--- src/rtl/dmem_access_unit_if.sv ---
// Handshaked data-memory port: request channel (addr/wmask/wdata) plus read-response channel.
// The unit is the master; the memory model or DMEM wrapper is the slave.
interface dmem_access_unit_if;
    logic        mem_req_valid;
    logic        mem_req_ready;
    logic [31:0] mem_addr;
    logic [3:0]  mem_wmask;
    logic [31:0] mem_wdata;
    logic        mem_rsp_valid;
    logic [31:0] mem_rsp_data;

    modport master (
        output mem_req_valid,
        output mem_addr,
        output mem_wmask,
        output mem_wdata,
        input  mem_req_ready,
        input  mem_rsp_valid,
        input  mem_rsp_data
    );

    modport slave (
        input  mem_req_valid,
        input  mem_addr,
        input  mem_wmask,
        input  mem_wdata,
        output mem_req_ready,
        output mem_rsp_valid,
        output mem_rsp_data
    );
endinterface

--- src/rtl/dmem_access_unit.sv ---
// M-stage data-memory responder: issues loads/stores to DMEM, formats load data
// by offset/width/sign, and stalls the pipeline until the access completes.
module dmem_access_unit #(
    parameter int unsigned TIMEOUT = 64
) (
    input  logic               clk,
    input  logic               rst_n,
    input  logic               req_valid,
    input  logic [3:0]         req_wmask,
    input  logic [31:0]        req_addr,
    input  logic [31:0]        req_wdata,
    input  logic [2:0]         req_funct3,
    output logic               stall,
    output logic               ld_valid,
    output logic [31:0]        ld_data,
    output logic               err,
    dmem_access_unit_if.master dmem
);

    localparam int unsigned XLEN  = 32;
    localparam int unsigned CNT_W = $clog2(TIMEOUT);
    localparam logic [CNT_W-1:0] CNT_LAST = CNT_W'(TIMEOUT - 1);

    localparam logic [2:0] F3_LB  = 3'b000;
    localparam logic [2:0] F3_LH  = 3'b001;
    localparam logic [2:0] F3_LW  = 3'b010;
    localparam logic [2:0] F3_LBU = 3'b100;
    localparam logic [2:0] F3_LHU = 3'b101;

    typedef enum logic [1:0] {
        IDLE     = 2'd0,
        ISSUE    = 2'd1,
        WAIT_RSP = 2'd2,
        DONE     = 2'd3
    } state_e;

    state_e            state_q;
    state_e            state_d;
    logic [CNT_W-1:0]  cnt_q;
    logic [XLEN-1:0]   addr_q;
    logic [3:0]        wmask_q;
    logic [XLEN-1:0]   wdata_q;
    logic [2:0]        funct3_q;
    logic [1:0]        off_q;
    logic              is_load_q;
    logic              mreq_q;

    logic              misaligned_c;
    logic              done_load_c;
    logic              done_err_c;
    logic [7:0]        byte_c;
    logic [15:0]       half_c;
    logic [XLEN-1:0]   fmt_c;

    assign dmem.mem_req_valid = mreq_q;
    assign dmem.mem_addr      = addr_q;
    assign dmem.mem_wmask     = wmask_q;
    assign dmem.mem_wdata     = wdata_q;

    // Combinational stall so the pipeline freezes in the same cycle the request is accepted.
    assign stall = rst_n & (((state_q == IDLE) & req_valid) |
                            (state_q == ISSUE) | (state_q == WAIT_RSP));

    // Only halfword and word loads have alignment constraints; stores pass through.
    always_comb begin
        misaligned_c = 1'b0;
        if (req_wmask == 4'b0000) begin
            if ((req_funct3 == F3_LH) || (req_funct3 == F3_LHU)) begin
                misaligned_c = req_addr[0];
            end else if (req_funct3 == F3_LW) begin
                misaligned_c = (req_addr[1:0] != 2'b00);
            end
        end
    end

    always_comb begin
        state_d     = state_q;
        done_load_c = 1'b0;
        done_err_c  = 1'b0;
        case (state_q)
            IDLE: begin
                if (req_valid) begin
                    if (misaligned_c) begin
                        state_d    = DONE;
                        done_err_c = 1'b1;
                    end else begin
                        state_d = ISSUE;
                    end
                end
            end
            ISSUE: begin
                if (dmem.mem_req_ready) begin
                    state_d = is_load_q ? WAIT_RSP : DONE;
                end
            end
            WAIT_RSP: begin
                if (dmem.mem_rsp_valid) begin
                    state_d     = DONE;
                    done_load_c = 1'b1;
                end else if (cnt_q == CNT_LAST) begin
                    state_d    = DONE;
                    done_err_c = 1'b1;
                end
            end
            DONE: begin
                state_d = IDLE;
            end
            default: begin
                state_d = IDLE;
            end
        endcase
    end

    // Lane extraction and extension of the returned word.
    always_comb begin
        byte_c = dmem.mem_rsp_data[7:0];
        case (off_q)
            2'd1:    byte_c = dmem.mem_rsp_data[15:8];
            2'd2:    byte_c = dmem.mem_rsp_data[23:16];
            2'd3:    byte_c = dmem.mem_rsp_data[31:24];
            default: byte_c = dmem.mem_rsp_data[7:0];
        endcase
        half_c = off_q[1] ? dmem.mem_rsp_data[31:16] : dmem.mem_rsp_data[15:0];
        case (funct3_q)
            F3_LB:   fmt_c = {{24{byte_c[7]}}, byte_c};
            F3_LBU:  fmt_c = {24'h000000, byte_c};
            F3_LH:   fmt_c = {{16{half_c[15]}}, half_c};
            F3_LHU:  fmt_c = {16'h0000, half_c};
            default: fmt_c = dmem.mem_rsp_data;
        endcase
    end

    always_ff @(posedge clk or negedge rst_n) begin
        if (!rst_n) begin
            state_q   <= IDLE;
            cnt_q     <= '0;
            addr_q    <= '0;
            wmask_q   <= '0;
            wdata_q   <= '0;
            funct3_q  <= '0;
            off_q     <= '0;
            is_load_q <= 1'b0;
            mreq_q    <= 1'b0;
            ld_valid  <= 1'b0;
            err       <= 1'b0;
            ld_data   <= '0;
        end else begin
            state_q <= state_d;
            cnt_q   <= (state_q == WAIT_RSP) ? cnt_q + CNT_W'(1) : '0;
            if ((state_q == IDLE) && req_valid) begin
                addr_q    <= {req_addr[31:2], 2'b00};
                wmask_q   <= req_wmask;
                wdata_q   <= req_wdata;
                funct3_q  <= req_funct3;
                off_q     <= req_addr[1:0];
                is_load_q <= (req_wmask == 4'b0000);
            end
            mreq_q   <= (state_d == ISSUE);
            ld_valid <= done_load_c;
            err      <= done_err_c;
            if (done_load_c) begin
                ld_data <= fmt_c;
            end else if (done_err_c) begin
                ld_data <= '0;
            end
        end
    end

endmodule

--- src/flat_wrapper.sv ---
// flat-port wrapper written by rule: the top's interface ports become plain ports
module dmem_access_unit_flat 
#(
    parameter int unsigned TIMEOUT = 64
)
  (clk, rst_n, req_valid, req_wmask, req_addr, req_wdata, req_funct3, stall, ld_valid, ld_data, err, dmem_mem_req_valid, dmem_mem_addr, dmem_mem_wmask, dmem_mem_wdata, dmem_mem_req_ready, dmem_mem_rsp_valid, dmem_mem_rsp_data);
  dmem_access_unit_if dmem_i ();
  input  logic clk;
  input  logic rst_n;
  input  logic req_valid;
  input  logic [3:0] req_wmask;
  input  logic [31:0] req_addr;
  input  logic [31:0] req_wdata;
  input  logic [2:0] req_funct3;
  output logic stall;
  output logic ld_valid;
  output logic [31:0] ld_data;
  output logic err;
  output wire logic [$bits(dmem_i.mem_req_valid)-1:0] dmem_mem_req_valid;
  output wire logic [$bits(dmem_i.mem_addr)-1:0] dmem_mem_addr;
  output wire logic [$bits(dmem_i.mem_wmask)-1:0] dmem_mem_wmask;
  output wire logic [$bits(dmem_i.mem_wdata)-1:0] dmem_mem_wdata;
  input wire logic [$bits(dmem_i.mem_req_ready)-1:0] dmem_mem_req_ready;
  input wire logic [$bits(dmem_i.mem_rsp_valid)-1:0] dmem_mem_rsp_valid;
  input wire logic [$bits(dmem_i.mem_rsp_data)-1:0] dmem_mem_rsp_data;
  assign dmem_mem_req_valid = dmem_i.mem_req_valid;
  assign dmem_mem_addr = dmem_i.mem_addr;
  assign dmem_mem_wmask = dmem_i.mem_wmask;
  assign dmem_mem_wdata = dmem_i.mem_wdata;
  assign dmem_i.mem_req_ready = dmem_mem_req_ready;
  assign dmem_i.mem_rsp_valid = dmem_mem_rsp_valid;
  assign dmem_i.mem_rsp_data = dmem_mem_rsp_data;
  dmem_access_unit #(.TIMEOUT(TIMEOUT)) u_core (.clk(clk), .rst_n(rst_n), .req_valid(req_valid), .req_wmask(req_wmask), .req_addr(req_addr), .req_wdata(req_wdata), .req_funct3(req_funct3), .stall(stall), .ld_valid(ld_valid), .ld_data(ld_data), .err(err), .dmem(dmem_i));
endmodule
--- config.mk ---
export PLATFORM = sky130hd
export DESIGN_NAME = dmem_access_unit_flat
export DESIGN_NICKNAME = d
export VERILOG_FILES = /design/src/rtl/dmem_access_unit_if.sv /design/src/rtl/dmem_access_unit.sv /design/src/flat_wrapper.sv
export SDC_FILE = /design/constraint.sdc
export NUM_CORES = 1
export LEC_CHECK = 0
export ABC_AREA = 1
export CORE_ASPECT_RATIO = 1.1
export CORE_UTILIZATION = 35
export CTS_CLUSTER_DIAMETER = 150
export DETAILED_ROUTE_END_ITERATION = 8
export PLACE_DENSITY = 0.67
export SETUP_SLACK_MARGIN = 0.1
export SYNTH_ARGS = -nofsm -noshare
export SYNTH_HDL_FRONTEND = slang
export SYNTH_SLANG_ARGS = --single-unit
--- constraint.sdc ---
create_clock -name clk -period 1.8 [get_ports clk]
set_clock_uncertainty 0.15 [all_clocks]
set_input_delay 0.36 -clock clk [delete_from_list [all_inputs] [get_ports clk]]
set_output_delay 0.36 -clock clk [all_outputs]
set_load 0.02 [all_outputs]
==> flow_metrics.py <==
metrics = {
    "outcome": {
        "status": "finished, violations left",
        "violations": "setup timing",
    },
    "sta": {
        "rsz0062_at_grt": "yes",
        "max_freq_ghz": 0.540,
        "worstMarginPinSlew_ns": 0.629,
        "min_period_over_period_pct": 103,
        "slew_violations": 0,
        "hold_viol": 0,
        "setup_slack_ns": -0.0534,
        "finalSetupViolCount": 1,
        "holdWs_ns": 0.311,
        "min_period_ns": 1.85,
        "relSlewSlack_pct": 58.0,
    },
    "drt": {
        "vias": 5089,
        "vias_per_cell": 4.67,
        "wl_per_cell_um": 14.4,
        "drt_wl_total_mm": 15.7,
        "drt_iter0_drc": 322,
        "drc": 0,
        "ant_nets": 0,
        "dr.pass1.iters": 4,
    },
    "grt": {
        "grt_pass1_vias": 4843,
        "grt_util_all_layers_pct": 20.4,
        "antenna_found_initial": 0,
        "grt_pass1_wl_mm": 24.4,
        "grt_overflow_total": 0,
        "grt_max_degree": 116,
    },
    "synth": {
        "synthTopCellsByArea": "dfrtp_1, nand2_1, nand4_1",
        "syn_area_mm2": 0.00526,
        "synth_edf_count": 0,
        "avgSynthCellArea_um2": 7.99,
        "synth-seq-cells": 115,
        "yosysTopAreaCell": "dfrtp_1",
        "synthFlopType": "dfrtp_1",
        "yosys.cell_types.count": 26,
        "yosysSeqAreaShare_pct": 54.8,
        "synth_most_common_cell": "nand2_1",
        "syn_inst": 658,
        "post-synth-top-area-fraction_pct": 54.8,
        "synthTopCellsByCount": "nand2_1, dfrtp_1, inv_1",
        "synth_warnings": 0,
        "async_flop_share_pct": 100,
    },
    "worst_setup_path": {
        "path_cells": "buf_6, nand2_2, nand2_2, o21a_1, buf_6",
        "worst_r2r_path_depth": 10,
        "critPathKind": "flop to output pin",
        "cp-end-kind": "output pin",
        "crit_fanout": 3,
        "critPathMaxStageDelay_ns": 0.40,
        "critPathRequiredTime_ns": 1.29,
        "cpMaxStageDelayCell": "dfrtp_1",
        "worst_ep_arrival_time_ns": 1.34,
        "startpoint_type": "flop",
    },
    "floorplan": {
        "num_rows": 46,
        "die_area_mm2": 0.0155,
        "core_area_mm2": 0.0146,
        "start_util_pct": 36.1,
        "die_y_um": 131,
        "io_pins": 212,
        "fp.dieW_um": 119,
    },
    "placement": {
        "portBuffers": 209,
        "dp_hpwl_mm": 10.7,
        "dpl_worst_slack_ns": -0.390,
        "placed_cell_area_mm2": 0.00769,
        "globalplace.congestion": 0.867,
    },
    "power_and_ir_drop": {
        "power.leakage_nw": 4.46,
        "power.share.sequential_pct": 30.3,
        "pwr-share-clk_pct": 25.0,
        "ir_drop_uv": 799,
        "power.density_mw_per_mm2": 1710,
        "p_sw_share_pct": 39.9,
        "p_sw_mw": 5.73,
        "combPwrFrac_pct": 44.7,
        "p_int_mw": 8.64,
    },
    "clock_tree": {
        "htree_levels": 4,
        "insertion_delay_ns": 0.41,
        "clock_sinks": 115,
        "clock-root-buffer": "clkbuf_16",
        "cts_buffers": 17,
        "cts_buffer_depth": 2,
        "tritoncts": "yes",
        "clk_pin_slew_ns": 0.05,
    },
    "hold_path": {
        "min_path_cells": 1,
        "hold_class": "flop to flop",
    },
    "finish": {
        "fin_area_mm2": 0.00842,
        "drive_gt1_share_pct": 11.2,
        "layout.nets": 995,
        "final_util_pct": 57.8,
        "area_growth_pct": 60.2,
        "diodes": 0,
    },
    "flow_run": {
        "max_cap_violations": 0,
    },
}
[placed cells by master (no fill, tap or decap), drive strengths merged]
cell type | Yosys | layout
inv | 46 | 47
dlygate4sd2 | 0 | 100
dfrtp | 115 | 115
clkbuf | 14 | 22
nor3 | 1 | 1
nor2 | 31 | 31
bufinv | 0 | 5
o21ai | 23 | 23
clkinv | 0 | 4
or2 | 1 | 1
clkinvlp | 0 | 2
nand3 | 20 | 20
dlygate4sd3 | 0 | 1
clkdlybuf4s50 | 0 | 106
nand4 | 33 | 33
o21a | 3 | 3
ha | 1 | 1
conb | 1 | 2
nand2 | 312 | 312
clkdlybuf4s15 | 0 | 1
o22ai | 1 | 1
buf | 23 | 34
a21oi | 29 | 29
o211ai | 4 | 4
[power by group through the flow]
stage | Combinational (mW) | Clock (mW) | Sequential (mW)
after detailed placement | 6.95 | 0 | 4.40
after global routing | 7.03 | 3.79 | 4.48
after global placement | 6.88 | 0 | 4.39
after floorplan | 2.49 | 0 | 5.58
final | 6.42 | 3.59 | 4.36
after CTS | 6.24 | 3.65 | 4.37
[layout make-up]
class                           count  area, um^2
Fill cell                        1389        6140
Clock inverter                     11         185
Multi-Input combinational cell    461        2100
Timing Repair inverter              1        8.76
Tap cell                          192         240
Sequential cell                   115        2880
Inverter                           46         185
Timing Repair Buffer              244        2380
Clock buffer                       20         437
[worst paths after layout]
check / slack [ns] / startpoint / end
worst max-delay path: -0.05 / u_core.state_q[0]$_DFF_PN0_ / stall
worst min-delay path: 0.31 / u_core.cnt_q[5]$_DFF_PN0_ / u_core.cnt_q[5]$_DFF_PN0_
worst max register to register: 0.14 / u_core.state_q[0]$_DFF_PN0_ / u_core.ld_data[21]$_DFFE_PN0P_
worst min register to register: 0.31 / u_core.cnt_q[5]$_DFF_PN0_ / u_core.cnt_q[5]$_DFF_PN0_
max in group asynchronous: 0.48 / rst_n / u_core.ld_data[17]$_DFFE_PN0P_
min in group asynchronous: 0.53 / rst_n / u_core.ld_data[2]$_DFFE_PN0P_
[cell families (layout without fill, tap and decap cells)]
kind of cell | after synthesis | count (layout) | synth area share, %
compound gates | 60 | 60 | 6.07
fa+ha+maj | 1 | 1 | 0.238
buf+inv | 83 | 322 | 7.24
flops | 115 | 115 | 54.8
other cells | 1 | 2 | 0.0714
simple gates | 398 | 398 | 31.6
[worst max-delay path, delay by kind of cell, from the launching register on]
family	cells	cell delay, ns
flip-flops	1	0.40
buffers and inverters	2	0.26
AO/OA/AOI/OAI	1	0.19
AND/OR/NAND/NOR	2	0.10
[through the flow]
| stage | cells | TNS (ns) | power, mW |
|---|---|---|---|
| detailed placement | 1051 | -19.07 | 11.4 |
| floorplan | 659 | 0 | 8.08 |
| global route | 1090 | -0.116 | 15.3 |
| global placement | 1051 | -17.11 | 11.3 |
| CTS | 1083 | -0.104 | 14.3 |
| finish | 1090 | -0.0534 | 14.4 |
[flip-flops by register name (all words and copies together), names as in the netlist]
signal                     cells
u_core.dmem.mem_wdata         32
u_core.ld_data                32
u_core.dmem.mem_addr          30
u_core.cnt_q                   6
u_core.dmem.mem_wmask          4
u_core.funct3_q                3
u_core.off_q                   2
u_core.state_q                 2
u_core.dmem.mem_req_valid      1
u_core.err                     1
u_core.is_load_q               1
u_core.ld_valid                1
[per-layer routing]
layer | vias to the layer above | wire [um] | part of all wire (%) | track usage (%)
met5 | - | 0 | 0 | 0
met4 | 0 | 260 | 1.7 | 8.04
met3 | 22 | 1640 | 10 | 7.94
met2 | 211 | 7360 | 47 | 32.6
met1 | 2324 | 6480 | 41 | 24.9
li1 | 2532 | - | - | -
[repair_timing]
item	in CTS	in global routing
gates cloned	0	3
hold buffers	1	0
pin swaps	0	11
resized for setup	107	39
setup buffers	0	4
endpoints found under the hold margin	115	0
setup endpoints to repair	104	80
(Power assumes the default switching activity.)
